===== src/rtl/sentinel_pkg.sv =====
// Shared types and constants for the sentinel sequence lock: FSM states,
// active-low 7-segment glyphs ({dp,g,f,e,d,c,b,a}) and a parameter sanity check.
package sentinel_pkg;

    typedef enum logic [1:0] {
        ST_LOCKED   = 2'd0,
        ST_COLLECT  = 2'd1,
        ST_UNLOCKED = 2'd2,
        ST_LOCKOUT  = 2'd3
    } state_e;

    localparam logic [7:0] SegOff      = 8'hFF;
    localparam logic [7:0] SegLocked   = 8'hC7;
    localparam logic [7:0] SegCollect  = 8'hBF;
    localparam logic [7:0] SegVerified = 8'hC1;
    localparam logic [7:0] SegLockout  = 8'h8E;

    function automatic bit params_ok(input int unsigned key_w,
                                     input int unsigned seq_len,
                                     input int unsigned max_fail,
                                     input int unsigned lockout_cyc);
        return (key_w >= 1) && (seq_len >= 1) && (max_fail >= 1) && (lockout_cyc >= 1);
    endfunction

endpackage


===== src/rtl/sentinel_timer.sv =====
// Loadable down-counter with a zero flag; load wins over decrement and the
// count holds at zero.
module sentinel_timer #(
    parameter int unsigned W = 8
) (
    input  logic         clk,
    input  logic         rst_n,
    input  logic         load,
    input  logic [W-1:0] load_val,
    input  logic         dec,
    output logic         zero_c
);

    logic [W-1:0] cnt;

    always_ff @(posedge clk or negedge rst_n) begin
        if (!rst_n) begin
            cnt <= '0;
        end else if (load) begin
            cnt <= load_val;
        end else if (dec && (cnt != '0)) begin
            cnt <= cnt - W'(1);
        end
    end

    assign zero_c = (cnt == '0);

endmodule


===== src/rtl/sentinel_seq_lock.sv =====
// Multi-entry key-sequence lock with failure counting, timed lockout and
// optional auto-relock; drives the active-low 7-segment display.
module sentinel_seq_lock
    import sentinel_pkg::*;
#(
    parameter int unsigned                KEY_W       = 8,
    parameter int unsigned                SEQ_LEN     = 4,
    parameter logic [KEY_W*SEQ_LEN-1:0]   KEY_SEQ     = 32'h5AA5_3CB6,
    parameter int unsigned                MAX_FAIL    = 3,
    parameter int unsigned                LOCKOUT_CYC = 1024,
    parameter int unsigned                UNLOCK_CYC  = 0,
    localparam int unsigned               FAIL_W      = $clog2(MAX_FAIL + 1),
    localparam int unsigned               IDX_W       = $clog2(SEQ_LEN + 1)
) (
    input  logic              clk,
    input  logic              rst_n,
    input  logic              ena,
    input  logic [KEY_W-1:0]  key_in,
    input  logic              key_valid,
    input  logic              relock,
    output logic [7:0]        seg_out,
    output logic              unlocked,
    output logic              lockout,
    output logic [FAIL_W-1:0] fail_cnt,
    output logic [IDX_W-1:0]  seq_idx
);

    localparam int unsigned LOCK_W = $clog2(LOCKOUT_CYC + 1);

    if (!params_ok(KEY_W, SEQ_LEN, MAX_FAIL, LOCKOUT_CYC)) begin : g_bad_params
        $error("sentinel_seq_lock: KEY_W, SEQ_LEN, MAX_FAIL and LOCKOUT_CYC must all be >= 1");
    end

    state_e            state, state_nx;
    logic [IDX_W-1:0]  idx_nx;
    logic [FAIL_W-1:0] fail_nx;
    logic              mismatch, mismatch_nx;
    logic              lko_load, unl_load;
    logic              lko_zero, unl_zero;
    logic [KEY_W-1:0]  exp_key_c;
    logic              key_bad_c;
    logic              last_c;

    // Expected entry for the current position (seq_idx is 0 while LOCKED)
    always_comb begin
        exp_key_c = '0;
        for (int unsigned i = 0; i < SEQ_LEN; i++) begin
            if (seq_idx == IDX_W'(i)) exp_key_c = KEY_SEQ[i*KEY_W +: KEY_W];
        end
    end

    assign key_bad_c = (key_in != exp_key_c);
    assign last_c    = (seq_idx == IDX_W'(SEQ_LEN - 1));

    always_ff @(posedge clk or negedge rst_n) begin
        if (!rst_n) begin
            state    <= ST_LOCKED;
            seq_idx  <= '0;
            fail_cnt <= '0;
            mismatch <= 1'b0;
        end else begin
            state    <= state_nx;
            seq_idx  <= idx_nx;
            fail_cnt <= fail_nx;
            mismatch <= mismatch_nx;
        end
    end

    // Every entry is consumed before judging so timing never reveals the bad position
    always_comb begin
        state_nx    = state;
        idx_nx      = seq_idx;
        fail_nx     = fail_cnt;
        mismatch_nx = mismatch;
        lko_load    = 1'b0;
        unl_load    = 1'b0;
        case (state)
            ST_LOCKED, ST_COLLECT: begin
                if (relock || !ena) begin
                    state_nx    = ST_LOCKED;
                    idx_nx      = '0;
                    mismatch_nx = 1'b0;
                end else if (key_valid) begin
                    if (last_c) begin
                        idx_nx      = '0;
                        mismatch_nx = 1'b0;
                        if (!(mismatch || key_bad_c)) begin
                            state_nx = ST_UNLOCKED;
                            fail_nx  = '0;
                            unl_load = 1'b1;
                        end else if (32'(fail_cnt) + 32'd1 < MAX_FAIL) begin
                            state_nx = ST_LOCKED;
                            fail_nx  = fail_cnt + FAIL_W'(1);
                        end else begin
                            state_nx = ST_LOCKOUT;
                            fail_nx  = FAIL_W'(MAX_FAIL);
                            lko_load = 1'b1;
                        end
                    end else begin
                        state_nx    = ST_COLLECT;
                        idx_nx      = seq_idx + IDX_W'(1);
                        mismatch_nx = mismatch | key_bad_c;
                    end
                end
            end
            ST_UNLOCKED: begin
                if (relock || !ena || unl_zero) state_nx = ST_LOCKED;
            end
            ST_LOCKOUT: begin
                if (lko_zero) begin
                    state_nx = ST_LOCKED;
                    fail_nx  = '0;
                end
            end
            default: state_nx = ST_LOCKED;
        endcase
    end

    // Loaded with N-1 so the state is held for exactly N cycles before the zero exit
    sentinel_timer #(.W(LOCK_W)) u_lko_timer (
        .clk      (clk),
        .rst_n    (rst_n),
        .load     (lko_load),
        .load_val (LOCK_W'(LOCKOUT_CYC - 1)),
        .dec      (state == ST_LOCKOUT),
        .zero_c   (lko_zero)
    );

    if (UNLOCK_CYC > 0) begin : g_unl_timer
        localparam int unsigned UNL_W = $clog2(UNLOCK_CYC + 1);
        sentinel_timer #(.W(UNL_W)) u_unl_timer (
            .clk      (clk),
            .rst_n    (rst_n),
            .load     (unl_load),
            .load_val (UNL_W'(UNLOCK_CYC - 1)),
            .dec      (state == ST_UNLOCKED),
            .zero_c   (unl_zero)
        );
    end else begin : g_no_unl_timer
        logic unused_unl_load;
        assign unused_unl_load = unl_load;
        assign unl_zero        = 1'b0;
    end

    always_comb begin
        unlocked = (state == ST_UNLOCKED) && ena;
        lockout  = (state == ST_LOCKOUT);
        seg_out  = SegOff;
        if (ena) begin
            case (state)
                ST_LOCKED:   seg_out = SegLocked;
                ST_COLLECT:  seg_out = SegCollect;
                ST_UNLOCKED: seg_out = SegVerified;
                ST_LOCKOUT:  seg_out = SegLockout;
                default:     seg_out = SegOff;
            endcase
        end
    end

endmodule


===== config.mk =====
export PLATFORM = sky130hd
export DESIGN_NAME = sentinel_seq_lock
export DESIGN_NICKNAME = d
export VERILOG_FILES = /design/src/rtl/sentinel_pkg.sv /design/src/rtl/sentinel_timer.sv /design/src/rtl/sentinel_seq_lock.sv
export SDC_FILE = /design/constraint.sdc
export NUM_CORES = 1
export LEC_CHECK = 0
export CELL_PAD_IN_SITES_DETAIL_PLACEMENT = 1
export CELL_PAD_IN_SITES_GLOBAL_PLACEMENT = 1
export CORE_MARGIN = 8
export CORE_UTILIZATION = 35
export DETAILED_ROUTE_END_ITERATION = 6
export PLACE_DENSITY_LB_ADDON = 0.12
export SLEW_MARGIN = 20
export SYNTH_ARGS = -nofsm -noshare
export SYNTH_HDL_FRONTEND = slang
export SYNTH_HIERARCHICAL = 1
export SYNTH_SLANG_ARGS = --single-unit

===== constraint.sdc =====
create_clock -name clk -period 3.6 [get_ports clk]
set_input_delay 1.08 -clock clk [delete_from_list [all_inputs] [get_ports clk]]
set_output_delay 1.08 -clock clk [all_outputs]
set_load 0.02 [all_outputs]

==> impl_metrics.py, run 1 <==
metrics = {
    "yosys": {
        "synth_seq_cells": 19,
        "async_flop_share_pct": 100,
        "syn_inst": 165,
        "avgSynthCellArea_um2": 8.63,
        "synth_top_cell_by_area": "dfrtp_1",
        "yosysWarnings": 6,
        "ys_top_cells_by_count": "nand2_1, dfrtp_1, inv_1, o21ai_0",
        "synth_area_leaders": "dfrtp_1, nand2_1, o21ai_0",
        "ys_seq_area_share_pct": 33.4,
        "synth_top_flop_cell": "dfrtp_1",
        "post-synth-top-count-cell": "nand2_1",
        "ys_types": 50,
        "synth.top_cell.area_share_pct": 33.4,
        "synth_edf_count": 0,
        "syn_area_um2": 1420,
    },
    "layout": {
        "layout.nets": 220,
        "multiInputGateArea_um2": 892,
        "drive_gt1_share_pct": 8.46,
        "seq_area_um2": 475,
        "num_antenna_cells": 0,
        "syn2layout_area_growth_pct": 26.5,
        "n_fill_cell": 489,
    },
    "critical_path": {
        "required_ns": 2.52,
        "cp_max_fo": 6,
        "cp-start-kind": "input pin",
        "critPathArrivalTime_ns": 2.45,
        "cp-end-kind": "primary output",
        "crit_type": "in -> out",
    },
    "die": {
        "fp.dieW_um": 79.8,
        "floorplan.initialDensity_pct": 35.9,
        "io_pins": 28,
        "die_h_um": 79.8,
        "fp.coreArea_um2": 3970,
        "dieArea_um2": 6360,
        "row_count": 23,
    },
    "clock_network": {
        "cts-root-buf": "clkbuf_8",
        "path_clk_slew_ns": 0.07,
        "cts_tree": "built",
        "cts_buffer_depth": 2,
        "cts_sinks": 19,
        "cts_buffers": 3,
        "ctsHtreeMaxLevel": 1,
        "post-cts-setup-buffer-count": 0,
        "hold_buffers": 0,
        "clk_latency_ns": 0.25,
        "cts_resized": 0,
    },
    "timing": {
        "period_minus_slack_ns": 3.53,
        "layout_worst_path_cycle_share_pct": 97.9,
        "drv_slew": 0,
        "rsz0062_at_grt": "no",
        "skew_ns": 0.00279,
        "hold_ws_ns": 0.521,
        "fmax_mhz": 284,
        "setup_viol": 0,
        "tightest_slew_ns": 0.586,
        "slew_headroom_pct": 60.8,
        "final-hold-violation-count": 0,
        "setup-tns-final_ns": 0,
    },
    "routing": {
        "num_vias": 1279,
        "first_pass_iters": 4,
        "drc": 0,
        "avgViaCountPerCell": 5.10,
        "dr.first_iter.drc_count": 32,
        "wl_per_cell_um": 15.4,
        "wl_um": 3860,
        "ant_nets": 0,
    },
    "pwr": {
        "p_comb_share_pct": 14.1,
        "p_sw_share_pct": 24.7,
        "ir_worst_vdd_uv": 142,
        "clkPwrFrac_pct": 35.1,
        "powerDensity_nw_per_um2": 238,
        "switchingPower_mw": 0.106,
        "seqPwrFrac_pct": 50.8,
        "p_leak_nw": 0.714,
        "intPower_mw": 0.323,
    },
    "global_routing": {
        "antenna_found_initial": 0,
        "grt_pass1_wl_um": 6650,
        "grt_overflow": 0,
        "grt_pass1_vias": 1373,
        "grt_usage_pct": 12.8,
        "grt_max_degree": 20,
    },
    "placed_design": {
        "place.gp.congestion": 0.816,
        "io_buffers": 26,
        "hpwl_um": 3070,
    },
    "hold_path": {
        "hold_class": "reg -> reg",
    },
    "outcome": {
        "status": "complete, no violations",
    },
    "run": {
        "cap_violations": 0,
    },
}
routing by layer:
metal / part of all wire [%] / vias up / wire [um] / GRT usage [%]
li1: - / 649 / - / -
met1: 41 / 619 / 1600 / 14.6
met2: 55 / 9 / 2120 / 23.6
met3: 3.1 / 2 / 118 / 3.27
met4: 0.57 / 0 / 22 / 2.18
met5: 0 / - / 0 / 0
power by group through the flow:
stage	clock, mW	combinational (mW)	sequential [mW]
floorplan	0	0.0288	0.223
global placement	0	0.0594	0.222
detailed placement	0	0.0616	0.222
CTS	0.160	0.0619	0.218
global route	0.165	0.0673	0.218
finish	0.151	0.0605	0.218
worst max-delay path, cell delays in order:
cell	delay (ns)
clkdlybuf4s50_1	0.48
and3_1	0.19
inv_1	0.07
clkdlybuf4s50_1	0.61
cells in the final DEF, fill, tap and decap left out, types with 2 or more instances in the layout:
cell type	instances
clkbuf_8	3
nor3b_1	2
a22o_1	2
a2111oi_2	2
mux2i_1	2
nor3_1	5
and2_1	2
nor3b_2	2
xor2_1	2
o21a_1	2
o21ai_1	5
o21ai_0	13
conb_1	12
clkdlybuf4s50_1	25
nor2b_1	4
buf_4	3
a311oi_1	2
nand3_1	2
a21o_1	2
nand2b_1	2
xnor2_1	5
inv_1	13
and3_1	3
a21oi_1	6
a31oi_1	4
ha_1	5
dfrtp_1	19
nand2_1	20
or3_1	3
o21bai_1	2
nor2_1	6
flip-flops by register name, summed over array words and instances (netlist names):
| register | count |
|---|---|
| seq_idx | 3 |
| fail_cnt | 2 |
| u_lko_timer/cnt | 11 |
| state | 2 |
| mismatch | 1 |
worst paths after layout:
check / slack [ns] / from / depth (start not counted) / end
hold / removal: 0.52 / mismatch / 2 / mismatch
hold reg to reg: 0.52 / mismatch / 2 / mismatch
max in group asynchronous: 2.49 / rst_n / 1 / u_lko_timer/cnt[5]
setup / recovery: 0.07 / ena / 4 / seg_out[2]
min in group asynchronous: 0.77 / rst_n / 1 / seq_idx[2]
setup reg to reg: 0.95 / seq_idx[1] / 11 / u_lko_timer/cnt[7]
metrics by stage:
stage	total power, mW	instance area (um^2)	setup slack, ns	utilization, %	std cells
6_report	0.429	1800	0.0750	45.4	251
5_1_grt	0.450	1800	0.0227	45.4	251
4_1_cts	0.439	1810	0.0630	45.5	251
3_5_place_dp	0.283	1760	0.0599	44.4	247
3_3_place_gp	0.281	1760	0.108	44.4	247
2_1_floorplan	0.251	1460	0.826	-	175
cells by family (layout without fill, tap and decap cells):
| logic type | count (synthesis) | count (layout) | synth area share [%] |
|---|---|---|---|
| xor gates and xnor gates | 7 | 7 | 4.31 |
| and+or+nand+nor | 60 | 60 | 24.9 |
| muxes | 3 | 3 | 2.20 |
| adders and majority gates | 5 | 5 | 4.39 |
| buffers and inverters | 20 | 46 | 6.59 |
| AOI/OAI and AO/OA | 49 | 49 | 23.7 |
| DFF | 19 | 19 | 33.4 |
| other | 2 | 12 | 0.527 |
cell type report:
type / count / area share (%)
Multi-Input combinational cell: 136 / 49.5
Clock buffer: 4 / 2.50
Sequential cell: 19 / 26.4
Tap cell: 50 / 3.47
Inverter: 13 / 2.71
Timing Repair Buffer: 29 / 15.4
No activity file was read; power rests on OpenSTA's default activity.
==> run 2: changes to the inputs <==
--- a/config.mk
+++ b/config.mk
@@ -5,6 +5,7 @@
 export SDC_FILE = /design/constraint.sdc
 export NUM_CORES = 1
 export LEC_CHECK = 0
+export CAP_MARGIN = 40
 export CELL_PAD_IN_SITES_DETAIL_PLACEMENT = 1
 export CELL_PAD_IN_SITES_GLOBAL_PLACEMENT = 1
 export CORE_MARGIN = 8
==> run 2 against run 1 <==
Clock skew is 0.0073 ns higher. Global-route usage is 0.17 points lower. Die area stayed put. Clock power is 5% higher. Critical path depth stayed put. Critical endpoint unchanged. Highest routed layer unchanged.
==> impl_metrics.py, run 2 (same netlist as run 1, synthesis figures left out) <==
metrics = {
    "critical_path": {
        "crit_type": "in -> out",
        "crit_end": "seg_out[2]",
        "r2r_slack_ns": 0.92,
        "r2r-end": "u_lko_timer/cnt[7]",
        "cp-start-kind": "input pin",
        "cp-end-kind": "primary output",
        "cp_max_fo": 6,
        "crit_start": "ena",
        "required_ns": 2.52,
        "regToRegStartpoint": "seq_idx[0]",
        "r2r_cells": 11,
        "critPathArrivalTime_ns": 2.45,
    },
    "layout": {
        "num_antenna_cells": 0,
        "top_register": "u_lko_timer/cnt",
        "largest_reg_flops": 11,
        "layout.cells.non_filler": 252,
        "top_regs": "u_lko_timer/cnt x11, seq_idx x3",
        "mostFrequentLayoutCells": "clkdlybuf4s50_1, nand2_1, dfrtp_1, inv_1, o21ai_0",
        "drive_gt1_share_pct": 8.91,
        "syn2layout_area_growth_pct": 28.2,
        "mostFrequentLayoutCell": "clkdlybuf4s50_1",
        "n_fill_cell": 484,
        "seq_area_um2": 475,
        "layout.nets": 221,
        "multiInputGateArea_um2": 892,
    },
    "clock_network": {
        "hold_buffers": 0,
        "cts_buffer_depth": 2,
        "cts_buffers": 3,
        "path_clk_slew_ns": 0.07,
        "ctsHtreeMaxLevel": 1,
        "post-cts-setup-buffer-count": 0,
        "cts_sinks": 19,
        "cts-root-buf": "clkbuf_8",
        "clk_latency_ns": 0.27,
        "cts_tree": "built",
        "cts_resized": 0,
    },
    "pwr": {
        "seqPwrFrac_pct": 49.6,
        "intPower_mw": 0.324,
        "powerDensity_nw_per_um2": 240,
        "switchingPower_mw": 0.114,
        "p_comb_share_pct": 14.3,
        "ir_worst_vdd_uv": 125,
        "p_leak_nw": 0.720,
        "p_sw_share_pct": 26.1,
        "clkPwrFrac_pct": 36.1,
    },
    "timing": {
        "rsz0062_at_grt": "no",
        "period_minus_slack_ns": 3.53,
        "setup_viol": 0,
        "setup-tns-final_ns": 0,
        "drv_slew": 0,
        "slew_headroom_pct": 63.3,
        "skew_ns": 0.0101,
        "fmax_mhz": 284,
        "layout_worst_path_cycle_share_pct": 97.9,
        "tightest_slew_ns": 0.548,
        "final-hold-violation-count": 0,
        "setup_ws_ns": 0.0741,
    },
    "run": {
        "cap_violations": 0,
    },
    "global_routing": {
        "grtUsageMet3_pct": 3.49,
        "grt_max_degree": 16,
        "grt_pass1_vias": 1313,
        "grt_pass1_wl_um": 6440,
        "grt.busiest_layer": "met2",
        "grt_usage_pct": 12.7,
        "grtUsageMet2_pct": 22.5,
        "use_met1_pct": 14.6,
        "antenna_found_initial": 0,
        "grt_overflow": 0,
    },
    "die": {
        "die_h_um": 79.8,
        "fp.coreArea_um2": 3970,
        "dieArea_um2": 6360,
        "fp.dieW_um": 79.8,
        "io_pins": 28,
        "floorplan.initialDensity_pct": 35.9,
        "row_count": 23,
    },
    "routing": {
        "ant_nets": 0,
        "drc": 0,
        "wl_um": 3840,
        "dr.first_iter.drc_count": 50,
        "avgViaCountPerCell": 5.12,
        "first_pass_iters": 2,
        "num_vias": 1289,
        "wl_per_cell_um": 15.2,
    },
    "placed_design": {
        "io_buffers": 26,
        "pre_cts_ws_ns": 0.0599,
        "place.gp.congestion": 0.816,
        "dp_cells": 248,
        "hpwl_um": 3130,
    },
    "hold_path": {
        "hold_class": "reg -> reg",
    },
    "outcome": {
        "status": "complete, no violations",
    },
}
## run 2: metrics by stage
step / area (um^2) / power, mW / hold slack (ns) / util, %
after floorplan: 1460 / 0.251 / 0.456 / -
after global placement: 1760 / 0.281 / 0.486 / 44.4
after detailed placement: 1780 / 0.285 / 0.504 / 44.7
after CTS: 1830 / 0.450 / 0.526 / 46.0
after global routing: 1830 / 0.462 / 0.578 / 46.0
final: 1830 / 0.439 / 0.520 / 46.0
## run 2: cell type report
| class | count | area share, % |
|---|---|---|
| clock buffers | 3 | 2.26 |
| clock inverters | 1 | 0.411 |
| inverters | 13 | 2.67 |
| multi-input cells | 136 | 48.9 |
| flip-flops and latches | 19 | 26.0 |
| well taps | 50 | 3.43 |
| repair buffers | 30 | 16.3 |
## run 2: power by group through the flow
stage | clock [mW] | sequential, mW | combinational (mW)
4_1_cts | 0.168 | 0.218 | 0.0635
3_5_place_dp | 0 | 0.222 | 0.0632
2_1_floorplan | 0 | 0.223 | 0.0288
3_3_place_gp | 0 | 0.222 | 0.0594
6_report | 0.158 | 0.218 | 0.0625
5_1_grt | 0.175 | 0.218 | 0.0692
## run 2: worst max-delay path, stage by stage
cell and delay, ns:
clkdlybuf4s50_1 0.49, and3_1 0.19, inv_1 0.07, clkdlybuf4s50_1 0.61
## run 2: worst min-delay path by stage
stage	startpoint	endpoint	cells past startpoint
global route	mismatch	mismatch	2
finish	mismatch	mismatch	2
detailed placement	mismatch	mismatch	2
CTS	mismatch	mismatch	2
floorplan	mismatch	mismatch	2
global placement	mismatch	mismatch	2
## run 2: metal layers
metal  wire length, um  up-vias
met1              1640      623
met2              2070        9
met4                17        0
met5                 0        -
li1                  -      655
met3               114        2
